[config.mk]
export PLATFORM = sky130hd
export DESIGN_NAME = compactor_arbiter
export DESIGN_NICKNAME = d
export VERILOG_FILES = /design/src/rtl/compactor_arbiter.sv
export SDC_FILE = /design/constraint.sdc
export NUM_CORES = 1
export LEC_CHECK = 0
export ABC_AREA = 1
export CAP_MARGIN = 15
export CORE_AREA = 4 4 529 531
export CTS_CLUSTER_DIAMETER = 200
export CTS_CLUSTER_SIZE = 10
export DETAILED_ROUTE_END_ITERATION = 12
export DIE_AREA = 0 0 533 535
export SYNTH_ARGS = -nofsm -noshare
export SYNTH_HDL_FRONTEND = slang
export SYNTH_SLANG_ARGS = --single-unit
export TNS_END_PERCENT = 50
[constraint.sdc]
create_clock -name clk -period 3.1 [get_ports clk]
set_input_delay 0.62 -clock clk [delete_from_list [all_inputs] [get_ports clk]]
set_output_delay 0.62 -clock clk [all_outputs]
set_load 0.05 [all_outputs]
[src/rtl/compactor_arbiter.sv]
// Round-robin, packet-locked arbiter sharing one Compactor among several streams,
// with a tag FIFO that routes in-order results back. Optional COMPACTOR_ARB_STATS_EN adds per-requester packet counters.
module compactor_arbiter #(
  parameter int NUM_REQUESTERS  = 4,
  parameter int NUM_ELEMENTS    = 8,
  parameter int DATA_WIDTH      = 32,
  parameter int MAX_OUTSTANDING = 16,
  localparam int ID_W   = $clog2(NUM_REQUESTERS),
  localparam int PTR_W  = $clog2(MAX_OUTSTANDING),
  localparam int CNT_W  = PTR_W + 1,
  localparam int BEAT_W = NUM_ELEMENTS * DATA_WIDTH
) (
  input  logic                                 clk,
  input  logic                                 rst_n,
  input  logic [NUM_REQUESTERS*BEAT_W-1:0]       req_data,
  input  logic [NUM_REQUESTERS*NUM_ELEMENTS-1:0] req_keep,
  input  logic [NUM_REQUESTERS-1:0]              req_last,
  input  logic [NUM_REQUESTERS-1:0]              req_valid,
  output logic [NUM_REQUESTERS-1:0]              req_ready,
  output logic [BEAT_W-1:0]                      cmp_in_data,
  output logic [NUM_ELEMENTS-1:0]                cmp_in_keep,
  output logic                                   cmp_in_last,
  output logic                                   cmp_in_valid,
  input  logic                                   cmp_in_ready,
  input  logic                                   cmp_out_last,
  input  logic                                   cmp_out_valid,
  output logic                                   cmp_out_ready,
  output logic [NUM_REQUESTERS-1:0]              res_valid,
  input  logic [NUM_REQUESTERS-1:0]              res_ready,
  output logic [ID_W-1:0]                        res_id,
  output logic [CNT_W-1:0]                       outstanding,
`ifdef COMPACTOR_ARB_STATS_EN
  output logic [NUM_REQUESTERS*32-1:0]           stat_packets,
`endif
  output logic                                   tag_error
);

  // Handshake: a beat moves on any cycle where valid & ready are both high;
  // valid never depends combinationally on the ready of the same interface.

  localparam int SUM_W = ID_W + 1;

  typedef enum logic {IDLE, LOCKED} state_t;

  state_t                 state;
  logic [ID_W-1:0]        gnt;
  logic [ID_W-1:0]        rr_ptr;
  logic [ID_W-1:0]        pick_id;
  logic                   pick_found;

  logic [ID_W-1:0]        tag_mem [MAX_OUTSTANDING];
  logic [PTR_W-1:0]       wr_ptr;
  logic [PTR_W-1:0]       rd_ptr;
  logic [ID_W-1:0]        head;
  logic                   fifo_full;
  logic                   fifo_empty;
  logic                   push;
  logic                   pop;

  logic [NUM_REQUESTERS-1:0][BEAT_W-1:0]       data_v;
  logic [NUM_REQUESTERS-1:0][NUM_ELEMENTS-1:0] keep_v;

  // Result framing is owned by the Compactor; only the beat count matters here.
  logic unused;
  assign unused = cmp_out_last;

  function automatic logic [ID_W-1:0] rr_index(input logic [ID_W-1:0] base, input int k);
    logic [SUM_W-1:0] s;
    s = {1'b0, base} + SUM_W'(k);
    if (s >= SUM_W'(NUM_REQUESTERS)) s = s - SUM_W'(NUM_REQUESTERS);
    return s[ID_W-1:0];
  endfunction

  assign data_v = req_data;
  assign keep_v = req_keep;

  assign fifo_full  = (outstanding == CNT_W'(MAX_OUTSTANDING));
  assign fifo_empty = (outstanding == '0);
  assign head       = tag_mem[rd_ptr];
  assign res_id     = head;

  assign cmp_in_data  = data_v[gnt];
  assign cmp_in_keep  = keep_v[gnt];
  assign cmp_in_last  = req_last[gnt];
  assign cmp_in_valid = (state == LOCKED) & req_valid[gnt] & ~fifo_full;

  assign push          = cmp_in_valid & cmp_in_ready;
  assign cmp_out_ready = res_ready[head] & ~fifo_empty;
  assign pop           = cmp_out_valid & cmp_out_ready;

  always_comb begin
    req_ready = '0;
    if (state == LOCKED) req_ready[gnt] = cmp_in_ready & ~fifo_full;
  end

  always_comb begin
    res_valid = '0;
    if (cmp_out_valid & ~fifo_empty) res_valid[head] = 1'b1;
  end

  // Scan downward so the requester closest to the pointer is the last writer.
  always_comb begin
    pick_found = 1'b0;
    pick_id    = rr_ptr;
    for (int k = NUM_REQUESTERS - 1; k >= 0; k--) begin
      if (req_valid[rr_index(rr_ptr, k)]) begin
        pick_found = 1'b1;
        pick_id    = rr_index(rr_ptr, k);
      end
    end
  end

  always_ff @(posedge clk or negedge rst_n) begin
    if (!rst_n) begin
      state  <= IDLE;
      gnt    <= '0;
      rr_ptr <= '0;
    end else begin
      case (state)
        IDLE: begin
          if (pick_found) begin
            gnt   <= pick_id;
            state <= LOCKED;
          end
        end
        LOCKED: begin
          if (push & cmp_in_last) begin
            rr_ptr <= (gnt == ID_W'(NUM_REQUESTERS - 1)) ? '0 : gnt + 1'b1;
            state  <= IDLE;
          end
        end
        default: state <= IDLE;
      endcase
    end
  end

  always_ff @(posedge clk or negedge rst_n) begin
    if (!rst_n) begin
      wr_ptr      <= '0;
      rd_ptr      <= '0;
      outstanding <= '0;
      tag_error   <= 1'b0;
      for (int i = 0; i < MAX_OUTSTANDING; i++) tag_mem[i] <= '0;
    end else begin
      if (push) begin
        tag_mem[wr_ptr] <= gnt;
        wr_ptr          <= wr_ptr + 1'b1;
      end
      if (pop) rd_ptr <= rd_ptr + 1'b1;
      case ({push, pop})
        2'b10:   outstanding <= outstanding + 1'b1;
        2'b01:   outstanding <= outstanding - 1'b1;
        default: outstanding <= outstanding;
      endcase
      // A result with no tag means the Compactor and this block disagree; latch it.
      if (cmp_out_valid & fifo_empty) tag_error <= 1'b1;
    end
  end

`ifdef COMPACTOR_ARB_STATS_EN
  logic [NUM_REQUESTERS-1:0][31:0] pkt_cnt;

  always_ff @(posedge clk or negedge rst_n) begin
    if (!rst_n) begin
      pkt_cnt <= '0;
    end else if (push & cmp_in_last) begin
      pkt_cnt[gnt] <= pkt_cnt[gnt] + 32'd1;
    end
  end

  assign stat_packets = pkt_cnt;
`endif

endmodule

==> run_results.csv <==
group,metric,value,unit
run_status,status,"finished, violations left",
run_status,violations,"antenna violations, negative setup slack",
clock_network,cts_tree,"built",
layout,layout.nets,4337,
die,ios,1356,
clock_network,cts_root_buf,"clkbuf_16",
clock_network,cts_max_path_buffers,2,
yosys,synthMuxAreaShare,0,%
sta,slew_headroom,36.1,%
global_routing,grt_pass1_wl,307000,µm
sta,finalMaxSlewViolations,0,
yosys,synth-adder-area-share,1.81,%
worst_setup_path,rrSetupSlack,0.15,ns
pwr,p_leak,0.0115,µW
yosys,synth-xor-area-share,0.694,%
routing,wl_per_cell,37.4,µm
clock_network,clk_latency,0.30,ns
clock_network,cts_buffers,5,
layout,area_growth,224,%
yosys,synth_compound_area_share,45.8,%
routing,detail_route.vias_per_cell,3.23,
die,core,276000,µm²
sta,post-route-period-util,105,%
yosys,ys_ff_latch,51,
pwr,peakVddDrop,0.000737,V
yosys,ys_types,32,
routing,drc_errors,0,
routing,firstDrtPassIters,5,
pwr,total_power,43400,µW
worst_setup_path,cpMostUsedCell,"buf_12",
die,start_util,3.67,%
layout,final_cell_mix,"1072 x clkdlybuf4s50_1, 542 x nor2_1, 521 x o21ai_0",
yosys,synth_nets,2999,
die,die_h,535,µm
pwr,cellPowerDensity,1330,nW/µm²
layout,final_common_cell,"clkdlybuf4s50_1",
sta,fmax,306,MHz
sta,period_minus_slack,3.27,ns
placement,post-dp-hpwl,246000,µm
sta,rsz0062_at_grt,"yes",
global_routing,grt_usage,17.5,%
worst_setup_path,crit_path_cell_trace,"buf_12, nor2_1, o22ai_1, buf_12",
sta,setup_viol,7,
worst_setup_path,start_kind,"flop",
routing,drt_wl_total,265000,µm
layout,fillerInstances,31800,
layout,utilization,11.9,%
worst_hold_path,hold_path_class,"input port to async pin",
placement,port_buffers,1354,
routing,drt_iter0_drc,1865,
routing,vias,22900,
worst_setup_path,slowest_stage,"nor2_1",
global_routing,antenna_found_initial,483,
routing,drtAntennaViolNets,1,
layout,layout-drive-gt1-share,16.7,%
sta,timing.final.ws_setup,-0.167,ns
die,fp-row-count,193,
global_routing,grt_pass1_vias,20500,
yosys,synth_top_family_by_area,"compound AO/OA/AOI/OAI gates",
sta,clock_skew,0.0117,ns
worst_setup_path,rr_worst_depth,20,
clock_network,htree_levels,2,
worst_setup_path,arrival,2.65,ns
yosys,yosys.area_share.simple,29.8,%
yosys,ys_seq_area_share,12.6,%
clock_network,ctsHoldBuffers,0,
yosys,async_flop_share,100,%
global_routing,overflow,0,
yosys,synth_edf_count,0,
worst_setup_path,critPathKind,"flop to primary output",
flow_run,maxCapViolCount,0,
worst_setup_path,crit_fanout,150,
worst_setup_path,r2r_start,"rd_ptr[0]",
yosys,ys.flop_type,"dfrtp_1",
yosys,syn_avg_cell_area,5.28,µm²
clock_network,cts_sinks,51,
worst_setup_path,worstReg2RegEnd,"outstanding[4]",
worst_setup_path,max_stage_delay,0.75,ns
yosys,synthesis.area,10100,µm²
global_routing,grt_max_degree,151,
die,die_area,285000,µm²
placement,gp_congestion,1.09,
sta,final-hold-violation-count,0,
worst_setup_path,endpoint_kind,"primary output",
die,die_w,533,µm
clock_network,path_clk_slew,0.07,ns
yosys,yosysWarnings,0,
worst_setup_path,critPathRequiredTime,2.48,ns
sta,worst_pin_slew,0.959,ns
yosys,synthCells,1912,
## cell type report
type | count | area (µm²) | share of cell area [%]
inverters | 46 | 195 | 0.597
repair buffers | 1517 | 17900 | 54.8
clock buffers | 7 | 133 | 0.405
clock inverters | 1 | 30.0 | 0.0918
multi-input cells | 1629 | 8180 | 25.0
flip-flops and latches | 51 | 1290 | 3.94
well taps | 3705 | 4640 | 14.2
diodes | 125 | 313 | 0.956
## stage by stage
step | setup TNS, ns | cell area, µm² | hold WS, ns | worst slack (ns) | instances
3_3_place_gp | -0.336 | 31800 | 0.455 | -0.333 | 6942
3_5_place_dp | -0.248 | 31800 | 0.457 | -0.248 | 6942
2_1_floorplan | 0 | 10100 | 0.324 | 0.0293 | 1912
4_1_cts | 0 | 32200 | 0.394 | 0.00328 | 6953
5_1_grt | -0.0804 | 32600 | 0.418 | -0.0405 | 7015
6_report | -0.254 | 32700 | 0.373 | -0.167 | 7081
## state kept, by name, indices dropped and copies added, names as in the netlist
name	flops
state	1
outstanding	5
tag_mem	32
rr_ptr	2
rd_ptr	4
gnt	2
wr_ptr	4
tag_error	1
## what timing repair did
action                                  CTS  global route
cloned                                    1             2
endpoints found under the setup margin   72            51
resized for setup                        43            38
buffers inserted                          2             1
pin swaps                                 2             3
hold endpoints to repair                  0             0
## kinds of logic (layout without fill, tap and decap cells)
kind of cell    Yosys count  in the layout
compound gates          854            854
buf+inv                 232           1571
fa+ha+maj                14             14
flops                    51             51
other cells               0            125
xor+xnor                  8              8
simple gates            753            753
## cell usage after synthesis (6+ instances only)
master / number / area, µm²
dfrtp_1: 51 / 1280
o22ai_1: 266 / 1660
xor2_1: 7 / 61.3
buf_1: 7 / 26.3
nand2_1: 132 / 495
a21oi_1: 11 / 55.1
o21ai_0: 534 / 2670
buf_2: 29 / 145
o21ai_1: 36 / 180
clkbuf_1: 145 / 544
nand3_1: 40 / 200
ha_1: 13 / 163
nand3_2: 6 / 60.1
nor2_1: 545 / 2050
inv_1: 41 / 154
nand2_2: 15 / 93.8
## routing by layer
| metal | vias up | share of wire (%) | routed length [µm] | global-route usage [%] |
|---|---|---|---|---|
| met2 | 1843 | 43 | 115000 | 27.8 |
| li1 | 9553 | - | - | - |
| met4 | 370 | 3.2 | 8570 | 3.55 |
| met1 | 10300 | 36 | 95000 | 18.7 |
| met3 | 832 | 17 | 44000 | 13.2 |
| met5 | - | 0.92 | 2430 | 0 |
## report_power, final
part	leakage [µW]	total (µW)	switching [µW]	internal, µW
logic	0.0108	41500	25800	15700
clock network	0.0000789	630	248	382
registers	0.000643	1250	280	973
total	0.0115	43400	26300	17100
## worst max-delay path, delay by kind of cell (launching register included)
kind	cells	cell delay (ns)
AOI/OAI and AO/OA	1	0.26
buffers and inverters	2	0.44
DFF	1	0.55
and+or+nand+nor	1	0.75
## worst max path at each step
stage / startpoint / to / slack (ns) / cells past startpoint
5_1_grt: rd_ptr[0] / outstanding[4] / -0.04 / 20
4_1_cts: gnt[0] / cmp_in_data[200] / 0.003 / 7
3_3_place_gp: req_valid[2] / outstanding[4] / -0.33 / 14
3_5_place_dp: req_valid[2] / outstanding[4] / -0.25 / 14
6_report: gnt[0] / cmp_in_data[178] / -0.17 / 4
2_1_floorplan: outstanding[3] / outstanding[4] / 0.03 / 14
(Power assumes the default switching activity.)
==> variant, RTL diff (same settings) <==
Change the parameter `NUM_REQUESTERS` from 4 to 2.
--- a/src/rtl/compactor_arbiter.sv
+++ b/src/rtl/compactor_arbiter.sv
@@ -2,5 +2,5 @@
 // with a tag FIFO that routes in-order results back. Optional COMPACTOR_ARB_STATS_EN adds per-requester packet counters.
 module compactor_arbiter #(
-  parameter int NUM_REQUESTERS  = 4,
+  parameter int NUM_REQUESTERS  = 2,
   parameter int NUM_ELEMENTS    = 8,
   parameter int DATA_WIDTH      = 32,
Ports: changed (8 resized); port bits go from 1356 to 817. No check against the original RTL was run, so the function may have changed too.
==> variant against the original RTL <==
Die area unchanged. Clock skew down 0.0047 ns. Critical path depth grew 1. Routed wire length shrank 42%. Sequential power is 35% lower. Largest cell class unchanged. Sequential share of layout area increased by 0.064 points. Largest power group unchanged. Power decreased by 53%. Synthesized area decreased by 49%. Final area decreased by 37%. Non-clock buffer count is 686 lower. Sequential cell count is 18 lower. Worst setup slack better by 0.44 ns. Via count down 55%.
==> variant: results (changes against the original RTL) <==
- Status: complete, no violations
- Port bufs: 815 (-40%)
- Pre-CTS setup slack: -0.005187 ns (+0.2427 ns)
- Layout Skew: 0.006914 ns (-0.004749 ns)
- Mux contribution to synthesized area: 0.1931% (+0.19 points)
- Ys Warns: 0 (unchanged)
- Met3 usage: 6.385% (-6.8 points)
- TritonCTS Buffers: 5 (unchanged)
- Hold buffer count at cts: 0 (unchanged)
- Most frequent cells after synthesis: 852 x nand2_1, 38 x clkbuf_1, 37 x inv_1, 33 x dfrtp_1, 27 x nand3_1
- Clk Latency, worst-skew pair: 0.28 ns (-0.02 ns)
- Ys flop type: dfrtp_1
- DP Area: 20,520 um^2 (-35%)
- Adder-cell area share of the yosys netlist: 2.558% (+0.75 points)
- GRT Util Overall: 10.37% (-7.2 points)
- DRT Pass-1 Iters: 5 (unchanged)
- VDD IR max: 0.0003669 V (-50%)
- Syn nets: 1,644 (-45%)
- Max_cap viols: 0 (unchanged)
- Largest net degree at the start of global routing: 114 (-25%)
- Worst hold-check path type: reg -> reg
- Sw frac: 62.27% (+1.7 points)
- Drt first-iter violations: 434 (-77%)
- Xor-xnor portion of the synthesized cell area: 1.182% (+0.49 points)
- DP HPWL: 147,800 um (-40%)
- GR Util met1: 10.16% (-8.5 points)
- Routed wirelength normalized by instance count: 27.45 um (-27%)
- CP max-delay cell: dfrtp_4
- Worst path arrival time: 2.21 ns (-0.44 ns)
- Layout cells sized above 1: 17.17% (+0.49 points)
- DR vias/cell: 1.855 (-43%)
- Placer congestion estimate: 0.7596 (-30%)
- Vias in the first global route: 9,686 (-53%)
- Initial antenna violation count: 192 (-60%)
- Top cells by area, synth: nand2_1 62%, dfrtp_1 16%, clkbuf_1 2.8%, inv_1 2.7%, nand3_1 2.6%
- Largest registers: tag_mem x16, outstanding x5
- Synth Area in Compound Gates: 3.354% (-42 points)
- Worst-path fanout max: 95 (-37%)
- Global-route wire length before repair: 174,000 um (-43%)
- Slew @ Worst Pin: 0.7313 ns (-0.2274 ns)
- Post-synth ARST share: 100.0% (unchanged)
- Post-synthesis sequential area ratio: 15.93% (+3.3 points)
- Post-synth cell types: 32 (unchanged)
- Clock transition at the registers of the reported paths: 0.05 ns (-0.02 ns)
- CP max stage delay: 0.46 ns (-0.29 ns)
- # nets final: 2,418 (-44%)
- Leakage: 8.088 nW (-30%)
- Clock Path Buffers: 2 (unchanged)
- H-tree Lvls: 2 (unchanged)
- M2 GR Usage: 19.01% (-8.8 points)
- Clock root buffer: clkbuf_16
==> variant: cell types whose count changed after synthesis, sizes merged, moves of 6 or more <==
cell / change
a21oi: -6
clkbuf: -107
o22ai: -266
nand2: +709
dfrtp: -18
buf: -15
inv: -8
nand3: -14
o21ai: -547
nor2: -542
==> variant: routing by layer <==
layer | wire length [um] | up-vias
li1 | - | 4866
met1 | 53000 | 4280
met2 | 77240 | 756
met3 | 19900 | 365
met4 | 2862 | 130
met5 | 835 | -
==> variant: layout make-up <==
type	count	area, um^2
clock inverters	1	5.005
multi-input cells	960	3925
diodes	29	72.57
well taps	3705	4636
repair buffers	831	11000
flip-flops and latches	33	830.8
clock buffers	7	152.6
inverters	38	150.1
fillers	32350	254800
==> variant: per-stage QoR <==
stage / cells / hold WS [ns] / total power, mW / util (%)
after global placement: 5565 / 0.4532 / 20.47 / 7.449
final: 5604 / 0.4790 / 20.18 / 7.539
after detailed placement: 5565 / 0.4697 / 20.49 / 7.449
after floorplan: 1095 / 0.3244 / 8.527 / -
after global routing: 5586 / 0.5072 / 21.30 / 7.523
after CTS: 5573 / 0.4809 / 21.05 / 7.506
==> variant: worst max-delay path, delay by kind of cell (launching register included) <==
| kind | cells | cell delay (ns) |
|---|---|---|
| buffers and inverters | 3 | 0.87 |
| and+or+nand+nor | 2 | 0.42 |
| DFF | 1 | 0.46 |
==> variant: cell families after synthesis <==
family / count (synthesis)
multiplexers: 1
AO/OA/AOI/OAI: 32
flip-flops: 33
buffers and inverters: 102
adder cells (fa/ha/maj): 10
AND/OR/NAND/NOR: 910
XOR/XNOR: 7
==> variant: path summary, 6_finish.rpt <==
check | slack [ns] | cells past startpoint | startpoint | endpoint
worst max register to register | 0.33 | 17 | rd_ptr[0]$_DFFE_PN0P_ | outstanding[4]$_DFFE_PN0P_
worst min-delay path | 0.48 | 1 | tag_error$_DFFE_PN0P_ | tag_error$_DFFE_PN0P_
worst min register to register | 0.48 | 1 | tag_error$_DFFE_PN0P_ | tag_error$_DFFE_PN0P_
min in group asynchronous | 0.76 | 2 | rst_n | gnt$_DFFE_PN0P_
max in group asynchronous | 1.98 | 2 | rst_n | rd_ptr[0]$_DFFE_PN0P_
worst max-delay path | 0.27 | 5 | gnt$_DFFE_PN0P_ | cmp_in_data[246]
==> variant: repair_timing <==
action / CTS / global route
buffers inserted: 0 / 2
resized for setup: 0 / 3
endpoints found under the setup margin: 0 / 1
==> variant: power by group through the flow <==
stage                     combinational (mW)  sequential, mW  clock, mW
after floorplan                         7.64           0.890          0
after detailed placement                19.7           0.830          0
after global routing                    19.9           0.848      0.552
after global placement                  19.7           0.819          0
after CTS                               19.7           0.825      0.531
final                                   18.8           0.817      0.522
